**config.mk**
```make
export PLATFORM = sky130hd
export DESIGN_NAME = alu_issue_stage
export DESIGN_NICKNAME = d
export VERILOG_FILES = /design/src/rtl/alu_issue_stage.sv
export SDC_FILE = /design/constraint.sdc
export NUM_CORES = 1
export LEC_CHECK = 0
export CAP_MARGIN = 20
export CORE_ASPECT_RATIO = 1.1
export CORE_MARGIN = 2
export CORE_UTILIZATION = 30
export DETAILED_ROUTE_END_ITERATION = 10
export DONT_BUFFER_PORTS = 1
export SYNTH_ARGS = -nofsm -noshare
export SYNTH_HDL_FRONTEND = slang
export SYNTH_SLANG_ARGS = --single-unit
```
**constraint.sdc**
```tcl
create_clock -name clk -period 2.2 [get_ports clk]
set_clock_uncertainty 0.2 [all_clocks]
set_input_delay 0.22 -clock clk [delete_from_list [all_inputs] [get_ports clk]]
set_output_delay 0.22 -clock clk [all_outputs]
set_load 0.005 [all_outputs]
```
**src/rtl/alu_issue_stage.sv**
```systemverilog
// alu_issue_stage: RV32I execute-issue register producing alu_control, operands and class flags.
// Define ALU_ISSUE_PERF_EN to add the issue_count/stall_count performance counters.
module alu_issue_stage #(
  parameter int DATA_WIDTH = 32,
  parameter int REG_ADDR_W = 5
) (
  input  logic                  clk,
  input  logic                  rst,
  input  logic                  flush,
  input  logic                  in_valid,
  output logic                  in_ready,
  input  logic [31:0]           in_instr,
  input  logic [DATA_WIDTH-1:0] in_pc,
  input  logic [DATA_WIDTH-1:0] in_rs1_data,
  input  logic [DATA_WIDTH-1:0] in_rs2_data,
  output logic                  out_valid,
  input  logic                  out_ready,
  output logic [3:0]            alu_control,
  output logic [DATA_WIDTH-1:0] op_a,
  output logic [DATA_WIDTH-1:0] op_b,
  output logic [DATA_WIDTH-1:0] store_data,
  output logic [DATA_WIDTH-1:0] imm,
  output logic [REG_ADDR_W-1:0] rd,
  output logic                  reg_write,
  output logic                  is_branch,
  output logic                  is_jump,
  output logic                  is_load,
  output logic                  is_store,
  output logic                  illegal
`ifdef ALU_ISSUE_PERF_EN
  ,
  output logic [31:0]           issue_count,
  output logic [31:0]           stall_count
`endif
);
  localparam logic [6:0] OPC_OP     = 7'b0110011;
  localparam logic [6:0] OPC_IMM    = 7'b0010011;
  localparam logic [6:0] OPC_LOAD   = 7'b0000011;
  localparam logic [6:0] OPC_STORE  = 7'b0100011;
  localparam logic [6:0] OPC_BRANCH = 7'b1100011;
  localparam logic [6:0] OPC_JAL    = 7'b1101111;
  localparam logic [6:0] OPC_JALR   = 7'b1100111;
  localparam logic [6:0] OPC_LUI    = 7'b0110111;
  localparam logic [6:0] OPC_AUIPC  = 7'b0010111;
  localparam logic [6:0] F7_BASE    = 7'b0000000;
  localparam logic [6:0] F7_ALT     = 7'b0100000;

  function automatic logic [DATA_WIDTH-1:0] sext(input logic [31:0] v);
    return DATA_WIDTH'($signed(v));
  endfunction

  logic [6:0]            w_opc, w_f7;
  logic [2:0]            w_f3;
  logic [31:0]           w_i_imm, w_s_imm, w_b_imm, w_u_imm, w_j_imm;
  logic [3:0]            w_base, w_alu;
  logic [DATA_WIDTH-1:0] w_a, w_b, w_imm, w_sd;
  logic [REG_ADDR_W-1:0] w_rd;
  logic                  w_rw, w_br, w_jmp, w_ld, w_st, w_ill, w_xfer;

  logic                  r_valid;
  logic [3:0]            r_alu;
  logic [DATA_WIDTH-1:0] r_a, r_b, r_imm, r_sd;
  logic [REG_ADDR_W-1:0] r_rd;
  logic                  r_rw, r_br, r_jmp, r_ld, r_st, r_ill;

  assign w_opc   = in_instr[6:0];
  assign w_f3    = in_instr[14:12];
  assign w_f7    = in_instr[31:25];
  assign w_rd    = REG_ADDR_W'(in_instr[11:7]);
  assign w_i_imm = {{20{in_instr[31]}}, in_instr[31:20]};
  assign w_s_imm = {{20{in_instr[31]}}, in_instr[31:25], in_instr[11:7]};
  assign w_b_imm = {{20{in_instr[31]}}, in_instr[7], in_instr[30:25], in_instr[11:8], 1'b0};
  assign w_u_imm = {in_instr[31:12], 12'b0};
  assign w_j_imm = {{12{in_instr[31]}}, in_instr[19:12], in_instr[20], in_instr[30:21], 1'b0};

  assign in_ready = !r_valid || out_ready;
  assign w_xfer   = in_valid && in_ready;

  // funct3 to ALU code for the non-alternate (funct7=0) arithmetic ops
  always_comb begin
    case (w_f3)
      3'b000:  w_base = 4'b0000;
      3'b001:  w_base = 4'b0101;
      3'b010:  w_base = 4'b1000;
      3'b011:  w_base = 4'b1001;
      3'b100:  w_base = 4'b0010;
      3'b101:  w_base = 4'b0110;
      3'b110:  w_base = 4'b0011;
      default: w_base = 4'b0100;
    endcase
  end

  always_comb begin
    w_alu = 4'b0000;
    w_a   = '0;
    w_b   = '0;
    w_imm = '0;
    w_sd  = '0;
    w_rw  = 1'b0;
    w_br  = 1'b0;
    w_jmp = 1'b0;
    w_ld  = 1'b0;
    w_st  = 1'b0;
    w_ill = 1'b0;
    case (w_opc)
      OPC_OP: begin
        w_ill = !(w_f7 == F7_BASE || (w_f7 == F7_ALT && (w_f3 == 3'b000 || w_f3 == 3'b101)));
        w_alu = (w_f7 == F7_ALT) ? ((w_f3 == 3'b000) ? 4'b0001 : 4'b0111) : w_base;
        w_a   = in_rs1_data;
        w_b   = in_rs2_data;
        w_rw  = 1'b1;
      end
      OPC_IMM: begin
        w_ill = (w_f3 == 3'b001 && w_f7 != F7_BASE) ||
                (w_f3 == 3'b101 && w_f7 != F7_BASE && w_f7 != F7_ALT);
        w_alu = (w_f3 == 3'b101 && w_f7 == F7_ALT) ? 4'b0111 : w_base;
        w_a   = in_rs1_data;
        w_b   = sext(w_i_imm);
        w_imm = sext(w_i_imm);
        w_rw  = 1'b1;
      end
      OPC_LOAD: begin
        w_a   = in_rs1_data;
        w_b   = sext(w_i_imm);
        w_imm = sext(w_i_imm);
        w_rw  = 1'b1;
        w_ld  = 1'b1;
      end
      OPC_JALR: begin
        w_ill = w_f3 != 3'b000;
        w_a   = in_rs1_data;
        w_b   = sext(w_i_imm);
        w_imm = sext(w_i_imm);
        w_rw  = 1'b1;
        w_jmp = 1'b1;
      end
      OPC_STORE: begin
        w_a   = in_rs1_data;
        w_b   = sext(w_s_imm);
        w_imm = sext(w_s_imm);
        w_sd  = in_rs2_data;
        w_st  = 1'b1;
      end
      OPC_LUI: begin
        w_b   = sext(w_u_imm);
        w_imm = sext(w_u_imm);
        w_rw  = 1'b1;
      end
      OPC_AUIPC: begin
        w_a   = in_pc;
        w_b   = sext(w_u_imm);
        w_imm = sext(w_u_imm);
        w_rw  = 1'b1;
      end
      OPC_JAL: begin
        w_a   = in_pc;
        w_b   = sext(w_j_imm);
        w_imm = sext(w_j_imm);
        w_rw  = 1'b1;
        w_jmp = 1'b1;
      end
      OPC_BRANCH: begin
        w_ill = w_f3 == 3'b010 || w_f3 == 3'b011;
        w_alu = w_f3[2] ? {2'b11, w_f3[1:0]} : {3'b101, w_f3[0]};
        w_a   = in_rs1_data;
        w_b   = in_rs2_data;
        w_imm = sext(w_b_imm);
        w_br  = 1'b1;
      end
      default: w_ill = 1'b1;
    endcase
    // illegal encodings issue as a harmless ADD 0,0 with every side effect suppressed
    if (w_ill) begin
      w_alu = 4'b0000;
      w_a   = '0;
      w_b   = '0;
      w_imm = '0;
      w_sd  = '0;
      w_rw  = 1'b0;
      w_br  = 1'b0;
      w_jmp = 1'b0;
      w_ld  = 1'b0;
      w_st  = 1'b0;
    end
  end

  always_ff @(posedge clk) begin
    if (rst) begin
      r_valid <= 1'b0;
      r_alu   <= '0;
      r_a     <= '0;
      r_b     <= '0;
      r_imm   <= '0;
      r_sd    <= '0;
      r_rd    <= '0;
      r_rw    <= 1'b0;
      r_br    <= 1'b0;
      r_jmp   <= 1'b0;
      r_ld    <= 1'b0;
      r_st    <= 1'b0;
      r_ill   <= 1'b0;
    end else if (flush) begin
      r_valid <= 1'b0;
      r_rw    <= 1'b0;
      r_br    <= 1'b0;
      r_jmp   <= 1'b0;
      r_ld    <= 1'b0;
      r_st    <= 1'b0;
      r_ill   <= 1'b0;
    end else if (w_xfer) begin
      r_valid <= 1'b1;
      r_alu   <= w_alu;
      r_a     <= w_a;
      r_b     <= w_b;
      r_imm   <= w_imm;
      r_sd    <= w_sd;
      r_rd    <= w_rd;
      r_rw    <= w_rw && (w_rd != '0);
      r_br    <= w_br;
      r_jmp   <= w_jmp;
      r_ld    <= w_ld;
      r_st    <= w_st;
      r_ill   <= w_ill;
    end else if (out_ready) begin
      r_valid <= 1'b0;
    end
  end

  assign out_valid   = r_valid;
  assign alu_control = r_alu;
  assign op_a        = r_a;
  assign op_b        = r_b;
  assign imm         = r_imm;
  assign store_data  = r_sd;
  assign rd          = r_rd;
  assign reg_write   = r_rw;
  assign is_branch   = r_br;
  assign is_jump     = r_jmp;
  assign is_load     = r_ld;
  assign is_store    = r_st;
  assign illegal     = r_ill;

`ifdef ALU_ISSUE_PERF_EN
  logic [31:0] r_issue_cnt, r_stall_cnt;

  always_ff @(posedge clk) begin
    if (rst) begin
      r_issue_cnt <= '0;
      r_stall_cnt <= '0;
    end else begin
      if (r_valid && out_ready) r_issue_cnt <= r_issue_cnt + 32'd1;
      if (r_valid && !out_ready) r_stall_cnt <= r_stall_cnt + 32'd1;
    end
  end

  assign issue_count = r_issue_cnt;
  assign stall_count = r_stall_cnt;
`endif
endmodule

```
==> impl_results.md, run 1 <==
* Normalized max-slew margin at ~60%
* Simple-gate share of the synthesized area at 20.5%
* Vias in the first global route at around 6300
* Leading area contributor after synthesis: dfxtp_1
* Initial Util at 30.6%
* Average wire per standard cell at 21.5 um
* Row count at 54
* Root buf cell: clkbuf_16
* DP HPWL at 16.2 mm
* CTS Buffer Depth at 2
* Mux share of post-synthesis cell area at 0%
* DRC at 0
* Final setup violation count at 0
* Min-Delay Path Class: in -> reg
* Startpoint Class: primary input
* Die W at 140 um
* Hold_sp: in_instr[13]
* GP Congestion at approximately 0.9
* Synth Warn # at 0
* Syn Area/Cell at between 8 and 9 um2
* Async S/R FF share, synth at 0%
* Slew @ Worst Pin at ~0.60 ns
* Most common cell after layout, fill and taps aside: nand2_1
* Io pins at 278
* Largest net degree at the start of global routing at 44
* Worst skew pair latency at ~0.42 ns
* Top-area cell type share of the netlist area at 47.4%
* Most used DFF post-synth: dfxtp_1
* Final Cycle Share at a little over nine tenths
* Unrepaired setup endpoints after global routing: no
* Max VDD drop at a little under 0.5 mV
* CP arrival at approximately 2.3 ns
* Die area at ~0.021 mm2
* Critical R2R Launch: out_valid$_SDFFE_PP0P_
* Total track usage at 22.4%
* Syn Inst Count at between 700 and 800
* Initial DRT Pass Iterations at 5
* Reg-to-Reg End: op_a[10]$_SDFFE_PP0P_
* Final hold violations at 0
* Worst reg2reg path depth at 6
* Kind of critical path: in -> reg
* Die H at 153 um
* Gr ovfl total at 0
* Post-Route WL at about 25 mm
* Initial DRC count at between 400 and 500
* Synth Area in Adders at 0%
* Ranking of synthesized cells by area: dfxtp_1 (47%), nand2_1 (9.5%), o21ai_0 (6.9%)
* Via count at 6314
* Slew Limit Fails at 0
* Leakage Power at about 2.9 nW
* Fillers at 1988
* Min cycle time layout at roughly 2.1 ns
* FF-to-FF setup slack at between 0.2 and 0.3 ns
* Xor/xnor share of the synthesized area at less than 1%
* Most used cell, CP: dlygate4sd3_1
* CTS tree: built
* Most frequent cells in the layout: nand2_1 (154), dlygate4sd3_1 (148), dfxtp_1 (144)
* Post-Syn Nets at approximately 890
* Hold path depth at 3
* Max Fanout on Critical Path at 14
* CTS buffer count at 17
* Setup TNS at 0 ns
* Initial antenna violation count at 1
* Mapped Area at just over 0.006 mm2
* Fin cells at roughly 1200
* Area growth, synth to finish at 42.8%
* Max Cap Violations at 0
* Final nets at 1022
* CP max-delay cell: dlygate4sd3_1
* Combinational family with the most area after synthesis: compound AO/OA/AOI/OAI gates
* CTS clk-pin slew, worst paths at ~0.070 ns
* Post-synth EDFFs at 0
* Worst stage delay on the critical path at roughly 0.61 ns
* H-tree levels at 4
* Crit path required time at roughly 2.4 ns
* Post-synthesis compound-gate area fraction at approximately 27%
* Placed cell count at between 900 and 1000
* Power Density at approximately 700 mW/mm2
* Sequential fraction of the synthesis area at between 40% and 50%
* Status: finished, final reports clean
* Number of buffers added on ports at 0
* Worst path cell trace: dlygate4sd3_1 > nor3_4 > buf_12 > or2_4 > a22oi_1 > dlygate4sd3_1 > o21ai_0
* Hold endpoint: alu_control[2]$_SDFFE_PP0P_
* Sink Count at ~140
* Share of post-route cells with drive strength above 1 at a little under a tenth
* First-pass GRT wire length at 37.5 mm
* Routed vias/inst at about 5.5
* Cell variety after synth at 52
* CP Capture Type: flop
* Core area at 0.0199 mm2
* Final ANT Viol Nets at 0
* #FFs+latches synth at roughly 140
* FMAX at about 0.48 GHz
[repair_timing]
| action | in CTS | in global routing |
|---|---|---|
| setup endpoints to repair | 0 | 16 |
| endpoints found under the hold margin | 143 | 0 |
| hold buffers | 150 | 0 |
| buffers inserted | 0 | 2 |
| gates resized for setup | 0 | 9 |
[area by class of cell]
class	instances	area [um2]	area share, %
flip-flops and latches	144	2880	33.2
inverters	5	21.3	0.245
multi-input cells	537	2950	34.0
clock buffers	19	443	5.10
well taps	252	315	3.63
diodes	1	2.50	0.0288
clock inverters	13	151	1.74
repair buffers	184	1910	22.0
[critical path, delay by kind of cell]
family | cells | cell delay, ns
buffers and inverters | 3 | 1.37
AND/OR/NAND/NOR | 2 | 0.42
AO/OA/AOI/OAI | 2 | 0.21
[flip-flops by register name, summed over array words and instances, names as in the netlist, 4 cells and up]
name	cells
alu_control	4
imm	32
op_a	32
op_b	32
rd	5
store_data	32
[synth_stat cells, types with 3 or more instances]
cell type	instances
and3_1	4
nand2b_1	6
clkbuf_2	3
o22ai_1	3
buf_2	17
clkbuf_1	42
a31oi_1	3
o31ai_1	3
buf_1	3
nor2_1	20
a22o_1	18
a22oi_1	44
nor2b_1	13
a21oi_1	73
o21ai_0	84
nor3_1	4
nand3_1	47
inv_1	5
or2_2	3
a221oi_1	8
nor3b_1	5
o21ai_1	9
dfxtp_1	144
nand2_1	154
[worst max path at each step]
| stage | startpoint | end | slack (ns) | cells past startpoint |
|---|---|---|---|---|
| after floorplan | in_instr[2] | alu_control[1]$_SDFFE_PP0P_ | 0.15 | 9 |
| after detailed placement | in_instr[25] | op_b[13]$_SDFFE_PP0P_ | 0.14 | 6 |
| after global routing | in_instr[6] | op_b[8]$_SDFFE_PP0P_ | 0.03 | 7 |
| final | in_instr[6] | op_b[5]$_SDFFE_PP0P_ | 0.11 | 7 |
| after global placement | in_instr[2] | op_b[8]$_SDFFE_PP0P_ | 0.17 | 7 |
| after CTS | in_instr[31] | imm[26]$_SDFFE_PP0P_ | 0.02 | 8 |
[kinds of logic (layout without fill, tap and decap cells)]
family | Yosys count | in the layout
simple gates | 270 | 270
flops | 144 | 144
compound gates | 265 | 265
other cells | 0 | 1
xor+xnor | 2 | 2
buf+inv | 72 | 221
[power by group]
group | internal, mW | switching, mW
registers | 2.61 | 0.00567
logic | 0.236 | 0.244
clock network | 1.72 | 1.23
[metal layers]
layer	wire [um]	global-route usage (%)	vias to the layer above	share of wire [%]
met4	605	8.14	0	2.4
li1	-	-	2960	-
met5	0	0	-	0
met1	9710	25.1	2980	39
met2	12200	39.2	338	49
met3	2310	7.68	36	9.3
[through the flow]
| stage | instance area, um2 | setup slack, ns | util, % | hold slack (ns) | power [mW] |
|---|---|---|---|---|---|
| 2_1_floorplan | 6080 | 0.148 | - | 0.130 | 2.87 |
| 3_3_place_gp | 6490 | 0.172 | 32.7 | 0.0949 | 2.93 |
| 3_5_place_dp | 6490 | 0.141 | 32.7 | 0.0962 | 2.93 |
| 4_1_cts | 8590 | 0.0188 | 43.3 | 0.00435 | 6.09 |
| 5_1_grt | 8680 | 0.0285 | 43.7 | 0.0541 | 6.25 |
| 6_report | 8680 | 0.113 | 43.7 | 0.0292 | 6.05 |
Power figures use the tool's default switching activity.
==> run 2: changes to the inputs <==
--- a/config.mk
+++ b/config.mk
@@ -5,7 +5,6 @@
 export SDC_FILE = /design/constraint.sdc
 export NUM_CORES = 1
 export LEC_CHECK = 0
-export CAP_MARGIN = 20
 export CORE_ASPECT_RATIO = 1.1
 export CORE_MARGIN = 2
 export CORE_UTILIZATION = 30
==> results of run 2 <==
The final DEF is identical to that of run 1; final timing and power are the same.
==> run 3: changes to the inputs <==
==> constraint.sdc (replaced) <==
create_clock -name clk -period 2.2 [get_ports clk]
set_clock_uncertainty 0.2 [all_clocks]
set_input_delay 0.22 -clock clk [delete_from_list [all_inputs] [get_ports clk]]
set_output_delay 0.22 -clock clk [all_outputs]
set_load 0.02 [all_outputs]
==> run 3 against run 2 <==
Against the previous run:
- cell count up 2.4%
- clock-buffer cell count shrank 2
- combinational power increased by 2%
- cell area grew 3.4%
- die area is the same
- highest routed layer unchanged
- first-iteration DRC count down 25%
- critical path depth increased by 1
- wire length increased by 1.3%
- global-route usage increased by 0.21 points
- largest cell class unchanged
- clock power rose by 3%
- via count rose by 1.8%
- sequential share of layout area decreased by 1.1 points
==> impl_results.md, run 3 (synthesis results as in run 1) <==
* Normalized max-slew margin at 61.9% (+1.9 points)
* Sink Count at 144 (unchanged)
* Final core utilization at 45.2% (+1.5 points)
* Worst reg2reg path depth at 7 (+1)
* Most frequent cells in the layout: dlygate4sd3_1 (175), nand2_1 (154), dfxtp_1 (144)
* Final Cycle Share at 96.4% (+1.5 points)
* Initial antenna violation count at 0 (-1)
* Crit path required time at 2.32 ns (-0.04 ns)
* Max VDD drop at 0.513 mV (+5.7%)
* FMAX at 0.472 GHz (-1.6%)
* First-pass GRT wire length at 38.0 mm (+1.3%)
* DP HPWL at 16.2 mm (+0.19%)
* Final ANT Viol Nets at 0 (unchanged)
* Reg-to-Reg End: store_data[10]$_SDFFE_PP0P_
* Most common cell after layout, fill and taps aside: dlygate4sd3_1
* CP Capture Type: flop
* Final nets at 1051 (+2.8%)
* Met2 wire length at 12.5 mm (+2.0%)
* Number of buffers added on ports at 0 (unchanged)
* Final setup violation count at 0 (unchanged)
* GP Congestion at 0.875 (-4.2%)
* Row count at 54 (unchanged)
* Area growth, synth to finish at 47.6%
* Setup TNS at 0 ns (unchanged)
* Final hold violations at 0 (unchanged)
* CP arrival at 2.24 ns (about the same)
* Vias in the first global route at 6595 (+4.3%)
* Share of post-route cells with drive strength above 1 at 9.45% (+0.14 points)
* Min cycle time layout at 2.12 ns (+0.0340 ns)
* Die H at 153 um (unchanged)
* Antenna diode count at 0 (-1)
* FF-to-FF setup slack at 0.08 ns (-0.18 ns)
* Die area at 0.0214 mm2 (unchanged)
* CP endpoint: op_b[27]$_SDFFE_PP0P_
* H-tree levels at 4 (unchanged)
* CTS tree: built
* Critical R2R Launch: out_valid$_SDFFE_PP0P_
* Leakage Power at 3.00 nW (+5.2%)
* CTS buffer count at 17 (unchanged)
* Power Density at 687 mW/mm2 (-1.4%)
* Initial DRT Pass Iterations at 5 (unchanged)
* Max Cap Violations at 0 (unchanged)
* Slew Limit Fails at 0 (unchanged)
* Status: finished, final reports clean
* Top sig layer: met4
* Die W at 140 um (unchanged)
* Slew @ Worst Pin at 0.569 ns (-0.0289 ns)
* DRC at 0 (unchanged)
* Met1 WL at 9.63 mm (-0.85%)
* Min-Delay Path Class: in -> reg
* Total track usage at 22.6% (+0.21 points)
* Initial Util at 30.6% (unchanged)
* Io pins at 278 (unchanged)
* Startpoint Class: primary input
* Met3 wire len at 2.45 mm (+6.1%)
* Post-Route WL at 25.2 mm (+1.3%)
* Average wire per standard cell at 21.3 um (-1.1%)
* CTS Buffer Depth at 2 (unchanged)
* Largest net degree at the start of global routing at 45 (+2.3%)
* Routed vias/inst at 5.43 (-0.65%)
* Initial DRC count at 328 (-25%)
* Kind of critical path: in -> reg
* Core area at 0.0199 mm2 (unchanged)
* Worst skew pair latency at 0.42 ns (about the same)
* Via count at 6425 (+1.8%)
* CTS clk-pin slew, worst paths at 0.07 ns (about the same)
* Root buf cell: clkbuf_16
* Max Fanout on Critical Path at 6 (-8)
* CP startpoint: in_instr[31]
* Gr ovfl total at 0 (unchanged)
-- run 3: per-layer routing --
| metal | track usage (%) | vias to the layer above |
|---|---|---|
| li1 | - | 3021 |
| met1 | 24.6 | 3052 |
| met2 | 39.6 | 310 |
| met3 | 9.27 | 42 |
| met4 | 7.90 | 0 |
| met5 | 0 | - |
-- run 3: worst min path at each step --
stage	startpoint	end	depth (start not counted)
after floorplan	in_valid	illegal$_SDFFE_PP0P_	1
final	in_instr[30]	alu_control[3]$_SDFFE_PP0P_	3
after global placement	rst	store_data[0]$_SDFFE_PP0P_	1
after CTS	in_instr[30]	alu_control[3]$_SDFFE_PP0P_	3
after global routing	in_instr[30]	alu_control[3]$_SDFFE_PP0P_	3
after detailed placement	rst	rd[0]$_SDFFE_PP0P_	1
-- run 3: worst max-delay path, stage by stage --
cell and delay, ns:
dlygate4sd3_1 0.58, inv_2 0.15, nor4_4 0.07, buf_4 0.16
a21oi_1 0.18, nand3_1 0.10, dlygate4sd3_1 0.58, a22o_1 0.19
-- run 3: metrics by stage --
| step | cells | cell area (um2) | power [mW] | setup WS (ns) | hold WS, ns |
|---|---|---|---|---|---|
| 6_report | 1183 | 8970 | 6.17 | 0.0795 | 0.0223 |
| 5_1_grt | 1183 | 8970 | 6.40 | -0.0187 | 0.0162 |
| 4_1_cts | 1177 | 8870 | 6.23 | 0.0242 | 0.000305 |
| 3_5_place_dp | 969 | 6480 | 2.93 | 0.145 | 0.0960 |
| 3_3_place_gp | 969 | 6480 | 2.93 | 0.146 | 0.0972 |
| 2_1_floorplan | 753 | 6080 | 2.88 | 0.0907 | 0.130 |
-- run 3: final cells by class --
cell class / instances / area [um2]
flip-flops and latches: 144 / 2880
multi-input cells: 537 / 2960
inverters: 5 / 18.8
well taps: 252 / 315
clock inverters: 15 / 190
clock buffers: 17 / 425
repair buffers: 213 / 2180
fillers: 1911 / 10900
-- run 3: power breakdown --
group	total [mW]	internal (mW)	switching, mW
registers	2.63	2.61	0.0139
clock network	3.05	1.74	1.32
logic	0.490	0.241	0.249
-- run 3: repair_timing --
action	CTS	global route
hold buffers	176	0
buffers inserted	0	5
setup endpoints to repair	0	39
hold endpoints to repair	143	0
gates resized for setup	0	7
